[config.mk]
export PLATFORM = sky130hd
export DESIGN_NAME = huffman_packer
export DESIGN_NICKNAME = d
export VERILOG_FILES = /design/src/rtl/huffman_packer.sv
export SDC_FILE = /design/constraint.sdc
export NUM_CORES = 1
export LEC_CHECK = 0
export CORE_UTILIZATION = 59
export DETAILED_ROUTE_END_ITERATION = 12
export PLACE_DENSITY_LB_ADDON = 0.1
export SYNTH_ARGS = -nofsm -noshare
export SYNTH_HDL_FRONTEND = slang
export SYNTH_SLANG_ARGS = --single-unit
export TNS_END_PERCENT = 50
[constraint.sdc]
create_clock -name clk -period 10.7 [get_ports clk]
set_input_delay 2.14 -clock clk [delete_from_list [all_inputs] [get_ports clk]]
set_output_delay 2.14 -clock clk [all_outputs]
set_load 0.02 [all_outputs]
[src/rtl/huffman_packer.sv]
`default_nettype none
// ============================================================================
//  Module   : huffman_packer
//  Purpose  : Latches a six-entry Huffman code table, replaces each incoming
//             symbol by its variable-length code and packs the codes MSB-first
//             into an output byte stream with pad bits and an end marker.
//  Revision : 1.0  initial release
// ============================================================================
module huffman_packer #(
    parameter logic PAD_BIT = 1'b0,
    parameter int   CNT_W   = 16
) (
    input  logic             clk,
    input  logic             reset,
    input  logic             code_valid,
    input  logic [7:0]       HC1,
    input  logic [7:0]       HC2,
    input  logic [7:0]       HC3,
    input  logic [7:0]       HC4,
    input  logic [7:0]       HC5,
    input  logic [7:0]       HC6,
    input  logic [7:0]       M1,
    input  logic [7:0]       M2,
    input  logic [7:0]       M3,
    input  logic [7:0]       M4,
    input  logic [7:0]       M5,
    input  logic [7:0]       M6,
    input  logic             sym_valid,
    input  logic [7:0]       sym_data,
    input  logic             sym_last,
    output logic             sym_ready,
    output logic             out_valid,
    output logic [7:0]       out_byte,
    output logic             out_last,
    input  logic             out_ready,
    output logic             done,
    output logic             sym_err,
    output logic [CNT_W-1:0] byte_count
);

    typedef enum logic [1:0] {
        S_IDLE  = 2'd0,
        S_RUN   = 2'd1,
        S_FLUSH = 2'd2,
        S_DONE  = 2'd3
    } state_t;

    localparam logic [CNT_W-1:0] C_BC_MAX = {CNT_W{1'b1}};
    localparam logic [CNT_W-1:0] C_BC_ONE = {{(CNT_W-1){1'b0}}, 1'b1};

    // Code length is the number of ones in the (contiguous) mask.
    function automatic logic [3:0] popcnt8(input logic [7:0] v);
        logic [3:0] c;
        c = 4'd0;
        for (int b = 0; b < 8; b++) begin
            c = c + {3'b000, v[b]};
        end
        return c;
    endfunction

    state_t            state_q, state_d;
    logic [15:0]       acc_q, acc_d;
    logic [4:0]        cnt_q, cnt_d;
    logic              sym_err_q, sym_err_d;
    logic [CNT_W-1:0]  byte_count_q, byte_count_d;
    logic              done_q, done_d;

    logic [7:0]        hc_q  [1:6];
    logic [3:0]        len_q [1:6];
    logic [7:0]        w_hc_in [1:6];
    logic [7:0]        w_m_in  [1:6];

    logic              w_load;
    logic [2:0]        w_sym;
    logic [7:0]        w_hc;
    logic [3:0]        w_len;
    logic              w_sym_ok;
    logic [8:0]        w_mask9;
    logic [7:0]        w_code8;
    logic [15:0]       w_code16;
    logic [7:0]        w_byte;
    logic              w_unused;

    assign w_hc_in[1] = HC1;
    assign w_hc_in[2] = HC2;
    assign w_hc_in[3] = HC3;
    assign w_hc_in[4] = HC4;
    assign w_hc_in[5] = HC5;
    assign w_hc_in[6] = HC6;
    assign w_m_in[1]  = M1;
    assign w_m_in[2]  = M2;
    assign w_m_in[3]  = M3;
    assign w_m_in[4]  = M4;
    assign w_m_in[5]  = M5;
    assign w_m_in[6]  = M6;

    // Only the low three symbol bits select a table entry.
    assign w_unused = ^sym_data[7:3];
    assign w_sym    = sym_data[2:0];

    // A new table is only taken between images, never while packing.
    assign w_load = code_valid && ((state_q == S_IDLE) || (state_q == S_DONE));

    // Code table storage: code bits and 4-bit length per entry.
    always_ff @(posedge clk or posedge reset) begin
        if (reset) begin
            for (int k = 1; k <= 6; k++) begin
                hc_q[k]  <= 8'h00;
                len_q[k] <= 4'd0;
            end
        end else if (w_load) begin
            for (int k = 1; k <= 6; k++) begin
                hc_q[k]  <= w_hc_in[k];
                len_q[k] <= popcnt8(w_m_in[k]);
            end
        end
    end

    // Table lookup and alignment of the code at the accumulator fill point.
    always_comb begin
        w_hc  = 8'h00;
        w_len = 4'd0;
        for (int k = 1; k <= 6; k++) begin
            if (w_sym == 3'(k)) begin
                w_hc  = hc_q[k];
                w_len = len_q[k];
            end
        end
        // Entries 0 and 7 do not exist; a zero length is equally unusable.
        w_sym_ok = (w_sym >= 3'd1) && (w_sym <= 3'd6) && (w_len != 4'd0);
        w_mask9  = (9'd1 << w_len) - 9'd1;
        w_code8  = w_hc & w_mask9[7:0];
        // Left-justify the code in 16 bits, then move it below the valid bits.
        w_code16 = ({8'h00, w_code8} << (5'd16 - {1'b0, w_len})) >> cnt_q;
    end

    // Output byte: top of the accumulator, with unfilled bits padded in FLUSH.
    always_comb begin
        w_byte = acc_q[15:8];
        if (state_q == S_FLUSH) begin
            for (int b = 0; b < 8; b++) begin
                if (5'(7 - b) >= cnt_q) begin
                    w_byte[b] = PAD_BIT;
                end
            end
        end
    end

    assign out_byte   = w_byte;
    assign done       = done_q;
    assign sym_err    = sym_err_q;
    assign byte_count = byte_count_q;

    // State, accumulator and counter registers.
    always_ff @(posedge clk or posedge reset) begin
        if (reset) begin
            state_q      <= S_IDLE;
            acc_q        <= 16'h0000;
            cnt_q        <= 5'd0;
            sym_err_q    <= 1'b0;
            byte_count_q <= '0;
            done_q       <= 1'b0;
        end else begin
            state_q      <= state_d;
            acc_q        <= acc_d;
            cnt_q        <= cnt_d;
            sym_err_q    <= sym_err_d;
            byte_count_q <= byte_count_d;
            done_q       <= done_d;
        end
    end

    // Next-state logic: table load, symbol append, byte pop and flush exit.
    always_comb begin
        state_d      = state_q;
        acc_d        = acc_q;
        cnt_d        = cnt_q;
        sym_err_d    = sym_err_q;
        byte_count_d = byte_count_q;
        sym_ready    = 1'b0;
        out_valid    = 1'b0;
        out_last     = 1'b0;

        case (state_q)
            S_IDLE, S_DONE: begin
                if (code_valid) begin
                    state_d      = S_RUN;
                    acc_d        = 16'h0000;
                    cnt_d        = 5'd0;
                    sym_err_d    = 1'b0;
                    byte_count_d = '0;
                end
            end
            S_RUN: begin
                // Accept only while a full code still fits: cnt <= 7 + 8.
                sym_ready = (cnt_q < 5'd8);
                out_valid = (cnt_q >= 5'd8);
                if (sym_valid && sym_ready) begin
                    if (w_sym_ok) begin
                        acc_d = acc_q | w_code16;
                        cnt_d = cnt_q + {1'b0, w_len};
                    end else begin
                        sym_err_d = 1'b1;
                    end
                    if (sym_last) begin
                        state_d = S_FLUSH;
                    end
                end
            end
            S_FLUSH: begin
                if (cnt_q == 5'd0) begin
                    // Nothing left to emit: finish without a byte.
                    state_d = S_DONE;
                end else begin
                    out_valid = 1'b1;
                    out_last  = (cnt_q <= 5'd8);
                    if (out_ready && out_last) begin
                        state_d = S_DONE;
                    end
                end
            end
            default: begin
                state_d = S_IDLE;
            end
        endcase

        if (out_valid && out_ready) begin
            acc_d = acc_q << 8;
            cnt_d = (cnt_q >= 5'd8) ? (cnt_q - 5'd8) : 5'd0;
            if (byte_count_q != C_BC_MAX) begin
                byte_count_d = byte_count_q + C_BC_ONE;
            end
        end

        done_d = (state_d == S_DONE) && (state_q != S_DONE);
    end

endmodule
`default_nettype wire

==> flow_summary.json <==
{
  "status": "complete, no violations",
  "maxCapViolCount": 0,
  "final_hold_viol_count": 0,
  "min_period_ns": 7.72,
  "die_h_um": 122,
  "yosysSeqAreaShare_pct": 33.2,
  "start_util_pct": 60.8,
  "grt.total_usage_pct": 34.2,
  "worstPathCellList": "clkdlybuf4s50_1 > buf_4 > nor2b_1 > a221o_1 > o22a_1 > inv_2 > ha_1 > inv_1 > a2111oi_0 > nor2_1 > ha_1 > a2111oi_0 > a31oi_1 > and3_1 > a221oi_4 > o32ai_1 > nor2_1 > nand3_1 > and4b_1 > o41ai_1",
  "syn2layout_area_growth_pct": 23.3,
  "worst_setup_path_start_kind": "input pin",
  "rows": 43,
  "end_kind": "flip-flop",
  "drc_errors": 0,
  "drt-vias-per-instance": 6.23,
  "cts_sinks": 113,
  "worst_slew_pin_slew_ns": 1.01,
  "cpPeakStageDelay_ns": 0.58,
  "synthDistinctLibCells": 86,
  "postCtsSetupBuffers": 0,
  "place_congestion": 0.978,
  "drive_above_1_share_pct": 6.90,
  "num_antenna_cells": 0,
  "first_iter_violations": 915,
  "wl_per_cell_um": 18.0,
  "syn-cell-area_sq_mm": 0.00851,
  "cts.clk_slew.worst_paths_ns": 0.05,
  "cp_max_fo": 32,
  "hold_class": "flip-flop to flip-flop",
  "first_pass_iters": 6,
  "critPathArrivalTime_ns": 8.03,
  "final_common_cell": "nand2_1",
  "cts_tree": "done",
  "worstPathBufferInverterCount": 4,
  "fin_crit_sh_pct": 72.1,
  "power_density_mw_per_mm2": 252,
  "die_w_um": 122,
  "path_delay_family": "compound AO/OA/AOI/OAI gates",
  "yosysWarnings": 0,
  "rsz0062_at_grt": "no",
  "synthArstFlopShare_pct": 100,
  "grt_pass1_wl_um": 39100,
  "dp_hpwl_um": 16900,
  "synth_edf_count": 0,
  "grt_start_max_net_pins": 89,
  "syn_nets": 1191,
  "layout_common_cells": "nand2_1, clkdlybuf4s50_1, dfrtp_1",
  "maxSlewHeadroom_pct": 32.5,
  "critical_path_class": "input pin to flip-flop",
  "synth_cells": 1023,
  "insertion_delay_ns": 0.43,
  "finalSetupViolations": 0,
  "post_cts_resized": 0,
  "synthFlopType": "dfrtp_1",
  "required_ns": 11.01,
  "wirelength_um": 23900,
  "fill_cells": 1082,
  "cts_buffers": 17,
  "cts_buffer_depth": 2,
  "grt_pass1_vias": 7891,
  "cts_hold_buf": 0,
  "core_sq_mm": 0.0140,
  "dieArea_sq_mm": 0.0149,
  "syn_avg_cell_area_sq_um": 8.32,
  "slowest_stage": "a2111oi_0",
  "vias": 8249,
  "portBuffers": 133,
  "synth.ff_latch_count": 113,
  "ir_drop_uv": 154,
  "num_io_pins": 139,
  "overflow": 0,
  "antenna_found_initial": 0,
  "fmax_mhz": 130,
  "clock_tree.root_cell": "clkbuf_16",
  "nNetsFinal": 1300,
  "htree_levels": 4,
  "finalClockSkew_ns": 0.00875,
  "final.setup.tns_ns": 0,
  "slew_viol_final": 0,
  "p_leak_nw": 4.85,
  "power.total_w": 0.00264,
  "worst_hold_slack_ns": 0.471,
  "ant_nets": 0
}
Yosys cell counts (11+ instances only):
cell,number,area [sq um]
o211ai_1,11,82.6
nor2_1,55,206
nor3_1,18,90.1
and3_1,13,81.3
nand2_1,235,882
mux2i_1,17,170
dfrtp_1,113,2830
ha_1,33,413
inv_1,84,315
a21oi_1,35,175
fa_1,25,500
o21ai_0,60,300
mux2_2,13,146
nand3_1,28,140
xor2_1,12,105
clkbuf_1,36,135
worst paths after layout:
check                             from             to  slack [ns]  depth (start not counted)
setup / recovery           sym_data[1]       acc_q[3]        2.98                         20
hold / removal                hc_q[38]       hc_q[38]        0.47                          2
setup reg to reg             len_q[16]       acc_q[3]        5.10                         18
hold reg to reg               hc_q[38]       hc_q[38]        0.47                          2
max in group asynchronous        reset       len_q[2]        7.31                          3
min in group asynchronous        reset  byte_count[9]        2.23                          2
cells by family after synthesis:
group,synth area share [%]
buffers and inverters,6.55
adder cells (fa/ha/maj),10.7
XOR/XNOR,1.96
flip-flops,33.2
multiplexers,5.22
AO/OA/AOI/OAI,21.0
AND/OR/NAND/NOR,21.3
per-layer routing:
layer	GRT usage (%)	part of all wire, %	vias to the layer above
met5	0	0	-
met4	10.8	2.0	0
met3	7.21	9.0	50
met2	53.5	46	444
met1	47.4	43	3927
li1	-	-	3828
worst min-delay path, stage by stage, from the launching register on:
cell and delay [ns]:
dfrtp_1 0.34, nand2_1 0.05, nand2_1 0.05
state kept, by name (all words and copies together), names as in the netlist:
name	count
hc_q	48
acc_q	16
len_q	24
state_q	2
cnt_q	5
sym_err	1
done	1
byte_count	16
power by group:
group,internal (W),switching [W]
logic,0.000507,0.000852
clock network,0.000338,0.000217
registers,0.000598,0.000130
through the flow:
stage	worst slack [ns]	instances	utilization, %	cell area (sq um)
2_1_floorplan	4.16	1023	-	8510
6_report	2.98	1325	75.0	10500
5_1_grt	2.45	1325	75.0	10500
3_3_place_gp	2.69	1293	70.9	9910
3_5_place_dp	2.59	1293	70.9	9910
4_1_cts	3.04	1325	75.0	10500
final cells by class:
class                   count  area, sq um  share of cell area (%)
clock buffers              21          470                    4.49
clock inverters            11          105                    1.00
inverters                  90          340                    3.24
multi-input cells         768         5130                    48.9
flip-flops and latches    113         2830                    27.0
well taps                 180          225                    2.15
repair buffers            142         1390                    13.3
No activity file was read; power rests on OpenSTA's default activity.
